<file path="config.mk">
export PLATFORM = sky130hd
export DESIGN_NAME = mc_run_ctrl_flat
export DESIGN_NICKNAME = d
export VERILOG_FILES = /design/src/rtl/mc_run_ctrl_pkg.sv /design/src/rtl/mc_run_ctrl_if.sv /design/src/rtl/mc_run_ctrl_accept_mask.sv /design/src/rtl/mc_run_ctrl.sv /design/src/flat_wrapper.sv
export SDC_FILE = /design/constraint.sdc
export NUM_CORES = 1
export LEC_CHECK = 0
export ABC_AREA = 1
export CORE_ASPECT_RATIO = 1.5
export CORE_MARGIN = 2
export CORE_UTILIZATION = 25
export DETAILED_ROUTE_END_ITERATION = 10
export SLEW_MARGIN = 20
export SYNTH_ARGS = -nofsm -noshare
export SYNTH_HDL_FRONTEND = slang
export SYNTH_SLANG_ARGS = --single-unit
</file>
<file path="constraint.sdc">
create_clock -name clk -period 17.7 [get_ports clk]
set_clock_uncertainty 0.1 [all_clocks]
set_input_delay 3.54 -clock clk [delete_from_list [all_inputs] [get_ports clk]]
set_output_delay 3.54 -clock clk [all_outputs]
set_load 0.05 [all_outputs]
</file>
<file path="src/rtl/mc_run_ctrl_pkg.sv">
// mc_pkg: shared definitions for the Monte Carlo run controller.
//   state_t    - run controller FSM encoding
//   CNT_W_DEF  - default width of target / sample count / cycle count
//   pop_w()    - bits needed to hold a popcount of 0..lanes
package mc_pkg;

  typedef enum logic [1:0] {
    ST_IDLE  = 2'd0,
    ST_RUN   = 2'd1,
    ST_FLUSH = 2'd2,
    ST_DONE  = 2'd3
  } state_t;

  localparam int CNT_W_DEF = 32;

  function automatic int pop_w(input int lanes);
    return $clog2(lanes + 1);
  endfunction

endpackage

</file>
<file path="src/rtl/mc_run_ctrl_if.sv">
// mc_run_ctrl_if: host-register and lane-array signals of the run controller.
//   master : host/lane side (drives start, abort, target, sample_valid)
//   slave  : controller side (drives lane_en, sample_accept, counters, status)
interface mc_run_ctrl_if
  import mc_pkg::*;
#(
  parameter int LANES = 4,
  parameter int CNT_W = CNT_W_DEF
) ();

  logic             start;
  logic             abort;
  logic [CNT_W-1:0] target;
  logic [LANES-1:0] sample_valid;
  logic [LANES-1:0] lane_en;
  logic [LANES-1:0] sample_accept;
  logic [CNT_W-1:0] sample_cnt;
  logic [CNT_W-1:0] run_cycles;
  logic             busy;
  logic             done;

  modport master (
    output start, abort, target, sample_valid,
    input  lane_en, sample_accept, sample_cnt, run_cycles, busy, done
  );

  modport slave (
    input  start, abort, target, sample_valid,
    output lane_en, sample_accept, sample_cnt, run_cycles, busy, done
  );

endinterface

</file>
<file path="src/rtl/mc_run_ctrl_accept_mask.sv">
// mc_accept_mask: priority trim of per-lane valids to the remaining budget.
//   valid     in  LANES  per-lane sample produced this cycle
//   remaining in  CNT_W  samples still allowed (0 blocks everything)
//   mask      out LANES  lowest-indexed valids, at most `remaining` of them
//   count     out PW     popcount of mask
module mc_accept_mask
  import mc_pkg::*;
#(
  parameter int LANES = 4,
  parameter int CNT_W = CNT_W_DEF,
  parameter int PW    = pop_w(LANES)
) (
  input  logic [LANES-1:0] valid,
  input  logic [CNT_W-1:0] remaining,
  output logic [LANES-1:0] mask,
  output logic [PW-1:0]    count
);

  // Walk lanes from index 0 upward; a lane is taken while the running
  // total is still below the budget, so excess valids fall off the top.
  always_comb begin
    mask  = '0;
    count = '0;
    for (int i = 0; i < LANES; i++) begin
      if (valid[i] && (CNT_W'(count) < remaining)) begin
        mask[i] = 1'b1;
        count   = count + 1'b1;
      end
    end
  end

endmodule

</file>
<file path="src/rtl/mc_run_ctrl.sv">
// mc_run_ctrl: run controller for the Monte Carlo lane array.
// Accepts exactly `target` samples across LANES lanes, then holds the lanes
// off for FLUSH_CYC cycles to drain their pipelines before raising done.
//   clk     in  clock, rising edge
//   nreset  in  synchronous active-low reset
//   bus     slave modport: start/abort/target/sample_valid in;
//           lane_en/sample_accept/sample_cnt/run_cycles/busy/done out
//
// state    | meaning
// ---------+-----------------------------------------------------------
// ST_IDLE  | waiting for start; counts hold last run's values
// ST_RUN   | lanes enabled, accepting samples until target reached
// ST_FLUSH | lanes disabled, counting FLUSH_CYC drain cycles
// ST_DONE  | run complete, done high; counts hold until next start
module mc_run_ctrl
  import mc_pkg::*;
#(
  parameter int LANES     = 4,
  parameter int CNT_W     = CNT_W_DEF,
  parameter int FLUSH_CYC = 8
) (
  input  logic          clk,
  input  logic          nreset,
  mc_run_ctrl_if.slave  bus
);

  localparam int PW = pop_w(LANES);
  localparam int FW = (FLUSH_CYC > 1) ? $clog2(FLUSH_CYC) : 1;
  localparam logic [FW-1:0] FLUSH_LOAD = FW'((FLUSH_CYC > 0) ? FLUSH_CYC - 1 : 0);
  localparam bit NO_FLUSH = (FLUSH_CYC == 0);

  state_t           state;
  logic [CNT_W-1:0] target_q;
  logic [CNT_W-1:0] sample_cnt;
  logic [CNT_W-1:0] run_cycles;
  logic [FW-1:0]    flush_cnt;
  logic [LANES-1:0] lane_en;
  logic             busy;
  logic             done;

  logic [CNT_W-1:0] remaining;
  logic [LANES-1:0] acc_mask;
  logic [PW-1:0]    acc_cnt;
  logic [CNT_W-1:0] cnt_next;

  // A zero budget outside RUN forces the accept mask to zero.
  assign remaining = (state == ST_RUN) ? (target_q - sample_cnt) : '0;
  assign cnt_next  = sample_cnt + CNT_W'(acc_cnt);

  mc_accept_mask #(
    .LANES (LANES),
    .CNT_W (CNT_W),
    .PW    (PW)
  ) u_accept_mask (
    .valid     (bus.sample_valid),
    .remaining (remaining),
    .mask      (acc_mask),
    .count     (acc_cnt)
  );

  always_ff @(posedge clk) begin
    if (!nreset) begin
      state      <= ST_IDLE;
      target_q   <= '0;
      sample_cnt <= '0;
      run_cycles <= '0;
      flush_cnt  <= '0;
      lane_en    <= '0;
      busy       <= 1'b0;
      done       <= 1'b0;
    end else begin
      // busy is registered with the state, so it marks RUN/FLUSH cycles.
      if (busy && (run_cycles != '1)) begin
        run_cycles <= run_cycles + 1'b1;
      end
      // Samples accepted in the abort cycle still reached the accumulators.
      if (state == ST_RUN) begin
        sample_cnt <= cnt_next;
      end

      if (bus.abort) begin
        state   <= ST_IDLE;
        lane_en <= '0;
        busy    <= 1'b0;
        done    <= 1'b0;
      end else begin
        case (state)
          ST_IDLE, ST_DONE: begin
            if (bus.start) begin
              target_q   <= bus.target;
              sample_cnt <= '0;
              run_cycles <= '0;
              if (bus.target != '0) begin
                state   <= ST_RUN;
                lane_en <= '1;
                busy    <= 1'b1;
                done    <= 1'b0;
              end else if (NO_FLUSH) begin
                state   <= ST_DONE;
                lane_en <= '0;
                busy    <= 1'b0;
                done    <= 1'b1;
              end else begin
                state     <= ST_FLUSH;
                flush_cnt <= FLUSH_LOAD;
                lane_en   <= '0;
                busy      <= 1'b1;
                done      <= 1'b0;
              end
            end
          end
          ST_RUN: begin
            if (cnt_next == target_q) begin
              lane_en <= '0;
              if (NO_FLUSH) begin
                state <= ST_DONE;
                busy  <= 1'b0;
                done  <= 1'b1;
              end else begin
                state     <= ST_FLUSH;
                flush_cnt <= FLUSH_LOAD;
              end
            end
          end
          ST_FLUSH: begin
            if (flush_cnt == '0) begin
              state <= ST_DONE;
              busy  <= 1'b0;
              done  <= 1'b1;
            end else begin
              flush_cnt <= flush_cnt - 1'b1;
            end
          end
          default: begin
            state   <= ST_IDLE;
            lane_en <= '0;
            busy    <= 1'b0;
            done    <= 1'b0;
          end
        endcase
      end
    end
  end

  assign bus.lane_en       = lane_en;
  assign bus.sample_accept = acc_mask;
  assign bus.sample_cnt    = sample_cnt;
  assign bus.run_cycles    = run_cycles;
  assign bus.busy          = busy;
  assign bus.done          = done;

endmodule

</file>
<file path="src/flat_wrapper.sv">
// flat-port wrapper written by rule: the top's interface ports become plain ports
module mc_run_ctrl_flat import mc_pkg::*;
#(
  parameter int LANES     = 4,
  parameter int CNT_W     = CNT_W_DEF,
  parameter int FLUSH_CYC = 8
)
  (clk, nreset, bus_start, bus_abort, bus_target, bus_sample_valid, bus_lane_en, bus_sample_accept, bus_sample_cnt, bus_run_cycles, bus_busy, bus_done);
  mc_run_ctrl_if #(.LANES(LANES), .CNT_W(CNT_W)) bus_i ();
  input  logic clk;
  input  logic nreset;
  input wire logic [$bits(bus_i.start)-1:0] bus_start;
  input wire logic [$bits(bus_i.abort)-1:0] bus_abort;
  input wire logic [$bits(bus_i.target)-1:0] bus_target;
  input wire logic [$bits(bus_i.sample_valid)-1:0] bus_sample_valid;
  output wire logic [$bits(bus_i.lane_en)-1:0] bus_lane_en;
  output wire logic [$bits(bus_i.sample_accept)-1:0] bus_sample_accept;
  output wire logic [$bits(bus_i.sample_cnt)-1:0] bus_sample_cnt;
  output wire logic [$bits(bus_i.run_cycles)-1:0] bus_run_cycles;
  output wire logic [$bits(bus_i.busy)-1:0] bus_busy;
  output wire logic [$bits(bus_i.done)-1:0] bus_done;
  assign bus_i.start = bus_start;
  assign bus_i.abort = bus_abort;
  assign bus_i.target = bus_target;
  assign bus_i.sample_valid = bus_sample_valid;
  assign bus_lane_en = bus_i.lane_en;
  assign bus_sample_accept = bus_i.sample_accept;
  assign bus_sample_cnt = bus_i.sample_cnt;
  assign bus_run_cycles = bus_i.run_cycles;
  assign bus_busy = bus_i.busy;
  assign bus_done = bus_i.done;
  mc_run_ctrl #(.LANES(LANES), .CNT_W(CNT_W), .FLUSH_CYC(FLUSH_CYC)) u_core (.clk(clk), .nreset(nreset), .bus(bus_i));
endmodule
</file>
==> flow_summary.yaml <==
timing:
  timing.fmax_mhz: 92.7
  tightest_slew_ns: 0.835
  slew_headroom_pct: 43.8
  fin_crit_ns: 10.79
  hold_viol: 0
  finalCritPeriodShare_pct: 60.9
  setup_tns_ns: 0
  drv_slew: 0
  setup_viol: 0
  rsz0062_at_grt: "no"
flow_run:
  drv_cap: 0
drt:
  route.detailed.drc: 0
  viasPerCell: 4.57
  avgRoutedWirePerCell_um: 15.0
  drt_iter0_markers: 399
  dr.pass1.iters: 5
  vias: 8809
  ant_nets: 0
  drt-total-wl_um: 28900
logic_synthesis:
  yosysSeqAreaShare_pct: 24.2
  synth.distinct_cells: 41
  syn-instance-count: 1395
  ys_ff_latch: 104
  synthesis.area_um2: 8610
  synth_area_leader_cell: "dfxtp_1"
  yosys-top-cells-area: "dfxtp_1, nand2_1, inv_1, nor2_1, ha_1"
  synth_fp_nets: 1482
  ys_warn_count: 0
  yosys.area.top_type_share_pct: 24.2
  avgSynthCellArea_um2: 6.17
clock_tree:
  cts_buffers: 9
  clock_insertion_delay_worst_skew_ns: 0.38
  cts_resized: 0
  cts_tree: "built"
  hold_buffers: 0
  path_clk_slew_ns: 0.07
  htreeDepth: 3
  clk_path_buf_depth: 2
  post-cts-setup-buffers: 0
  cts.sinks: 104
  ctsRootBufferMaster: "clkbuf_16"
worst_setup_path:
  start_kind: "primary input"
  crit_required_ns: 14.06
  crit_type: "in -> out"
  endpoint_kind: "primary output"
  cp.arrival_ns: 7.15
  cp_max_fo: 6
floorplanning:
  design.core.area_um2: 34100
  ios: 114
  fp.dieH_um: 231
  rows: 83
  die_w_um: 155
  die-area_um2: 36000
  start_util_pct: 25.3
finish:
  fin_area_um2: 10500
  drive_gt1_share_pct: 7.12
  antenna_cells: 0
  finalNetCount: 1584
  syn_to_final_growth_pct: 22.2
placed_design:
  hpwl_um: 23800
  dpl_cell_area_um2: 10200
  gp_congestion: 0.931
  io_buffers: 113
pwr:
  p_total_w: 0.000842
  ir_drop_uv: 43.0
  total_leakage_power_nw: 4.84
  power_per_cell_area_nw_per_um2: 80.1
grt:
  grt_overflow: 0
  grt_pass1_vias: 8891
  grt.total_usage_pct: 16.2
  antenna_found_initial: 0
  grt_pass1_wl_um: 45400
  grt_max_degree: 57
hold_path:
  min_path_type: "reg -> reg"
run_status:
  outcome: "completed"
[flip-flops by register name, summed over array words and instances, names as in the netlist]
register and cells:
u_core.bus.sample_cnt 32, u_core.bus.busy 1, u_core.flush_cnt 3, u_core.bus.run_cycles 32
u_core.target_q 32, u_core.state 2, u_core.bus.lane_en 1, u_core.bus.done 1
[stage by stage]
stage	setup WS [ns]	hold slack, ns	instances	utilization (%)
global placement	6.99	0.350	1911	29.9
floorplan	7.38	0.338	1395	-
CTS	6.90	0.375	1927	30.9
detailed placement	6.92	0.365	1911	29.9
finish	6.91	0.373	1927	30.9
global route	6.60	0.388	1927	30.9
[synth_stat cells]
master,instances
clkbuf_1,20
o21a_1,2
o21ai_1,3
nor2_8,1
a211oi_1,1
and3_1,1
dfxtp_1,104
o211ai_1,12
xor2_2,2
nor3_4,2
nand3_1,74
nor4_1,16
nor2_1,179
nand4_1,26
nand2_4,5
nand2_1,364
nor3_2,4
nor3_1,17
a21oi_1,46
inv_2,18
buf_1,4
inv_1,220
xor2_1,52
nor2_2,13
nor2_4,7
or2_1,3
clkinv_1,6
o21bai_1,2
nand2_2,20
and2_1,2
o21ai_0,58
nand3b_1,11
and2_2,1
clkinv_2,1
ha_1,45
or2_2,3
fa_1,2
buf_4,4
nor3b_1,1
nand3_2,6
xnor2_1,37
[report_power, final]
| group | total (W) | internal, W | switching (W) |
|---|---|---|---|
| combinational | 0.000363 | 0.000123 | 0.000241 |
| sequential | 0.000260 | 0.000245 | 0.0000152 |
| clock | 0.000219 | 0.000114 | 0.000105 |
[layer usage]
layer  up-vias  GRT usage (%)  part of all wire (%)
li1       4541              -                     -
met1      3999           16.9                    39
met2       196           30.4                    51
met3        73           2.82                   4.1
met4         0           9.12                   5.6
met5         -              0                     0
[final timing paths]
| check | from | endpoint | slack, ns | cells after the start |
|---|---|---|---|---|
| worst max-delay path | bus_sample_valid[0] | bus_sample_accept[3] | 6.91 | 20 |
| worst min-delay path | u_core.flush_cnt[2] | u_core.flush_cnt[2] | 0.37 | 2 |
| worst max register to register | u_core.bus.sample_cnt[9] | u_core.flush_cnt[1] | 9.20 | 55 |
| worst min register to register | u_core.flush_cnt[2] | u_core.flush_cnt[2] | 0.37 | 2 |
[worst max-delay path, stage by stage]
cell and delay [ns]:
clkdlybuf4s50_1 0.47, nor2_1 0.04, o21ai_0 0.24, inv_1 0.10
ha_1 0.23, ha_1 0.29, a21oi_1 0.05, nand3b_1 0.14
nor2_1 0.12, nand3_2 0.12, nand2_2 0.10, inv_1 0.06
o21a_1 0.21, ha_1 0.30, nand2_1 0.06, nand2_1 0.05
nand2_2 0.09, nand2_4 0.08, clkinv_2 0.05, clkdlybuf4s50_1 0.79
[cell usage in the layout, fill, tap and decap left out, types with 3 or more instances in the layout]
cell type and n:
a21oi_1 46, buf_4 6, clkbuf_16 9, clkdlybuf4s50_1 113
clkinv_1 6, dfxtp_1 104, ha_1 44, inv_1 220
inv_2 18, nand2_1 364, nand2_2 20, nand2_4 5
nand3_1 74, nand3_2 6, nand3b_1 11, nand4_1 26
nor2_1 177, nor2_2 15, nor2_4 7, nor3_1 17
nor3_2 4, nor4_1 16, o211ai_1 12, o21ai_0 58
o21ai_1 3, or2_1 3, or2_2 3, xnor2_1 37
xor2_1 52
[area by class of cell]
type / instances / area (um2)
Clock buffer: 10 / 229
Clock inverter: 6 / 86.3
Fill cell: 3744 / 23500
Inverter: 245 / 921
Multi-Input combinational cell: 1018 / 5490
Sequential cell: 104 / 2080
Tap cell: 425 / 532
Timing Repair Buffer: 119 / 1180
[logic make-up after synthesis]
group	after synthesis	synth area share, %
xor gates and xnor gates	91	9.44
adders and majority gates	47	7.01
AOI/OAI and AO/OA	124	7.71
and+or+nand+nor	756	39.6
DFF	104	24.2
buffers and inverters	273	12.1
Power figures use the tool's default switching activity.
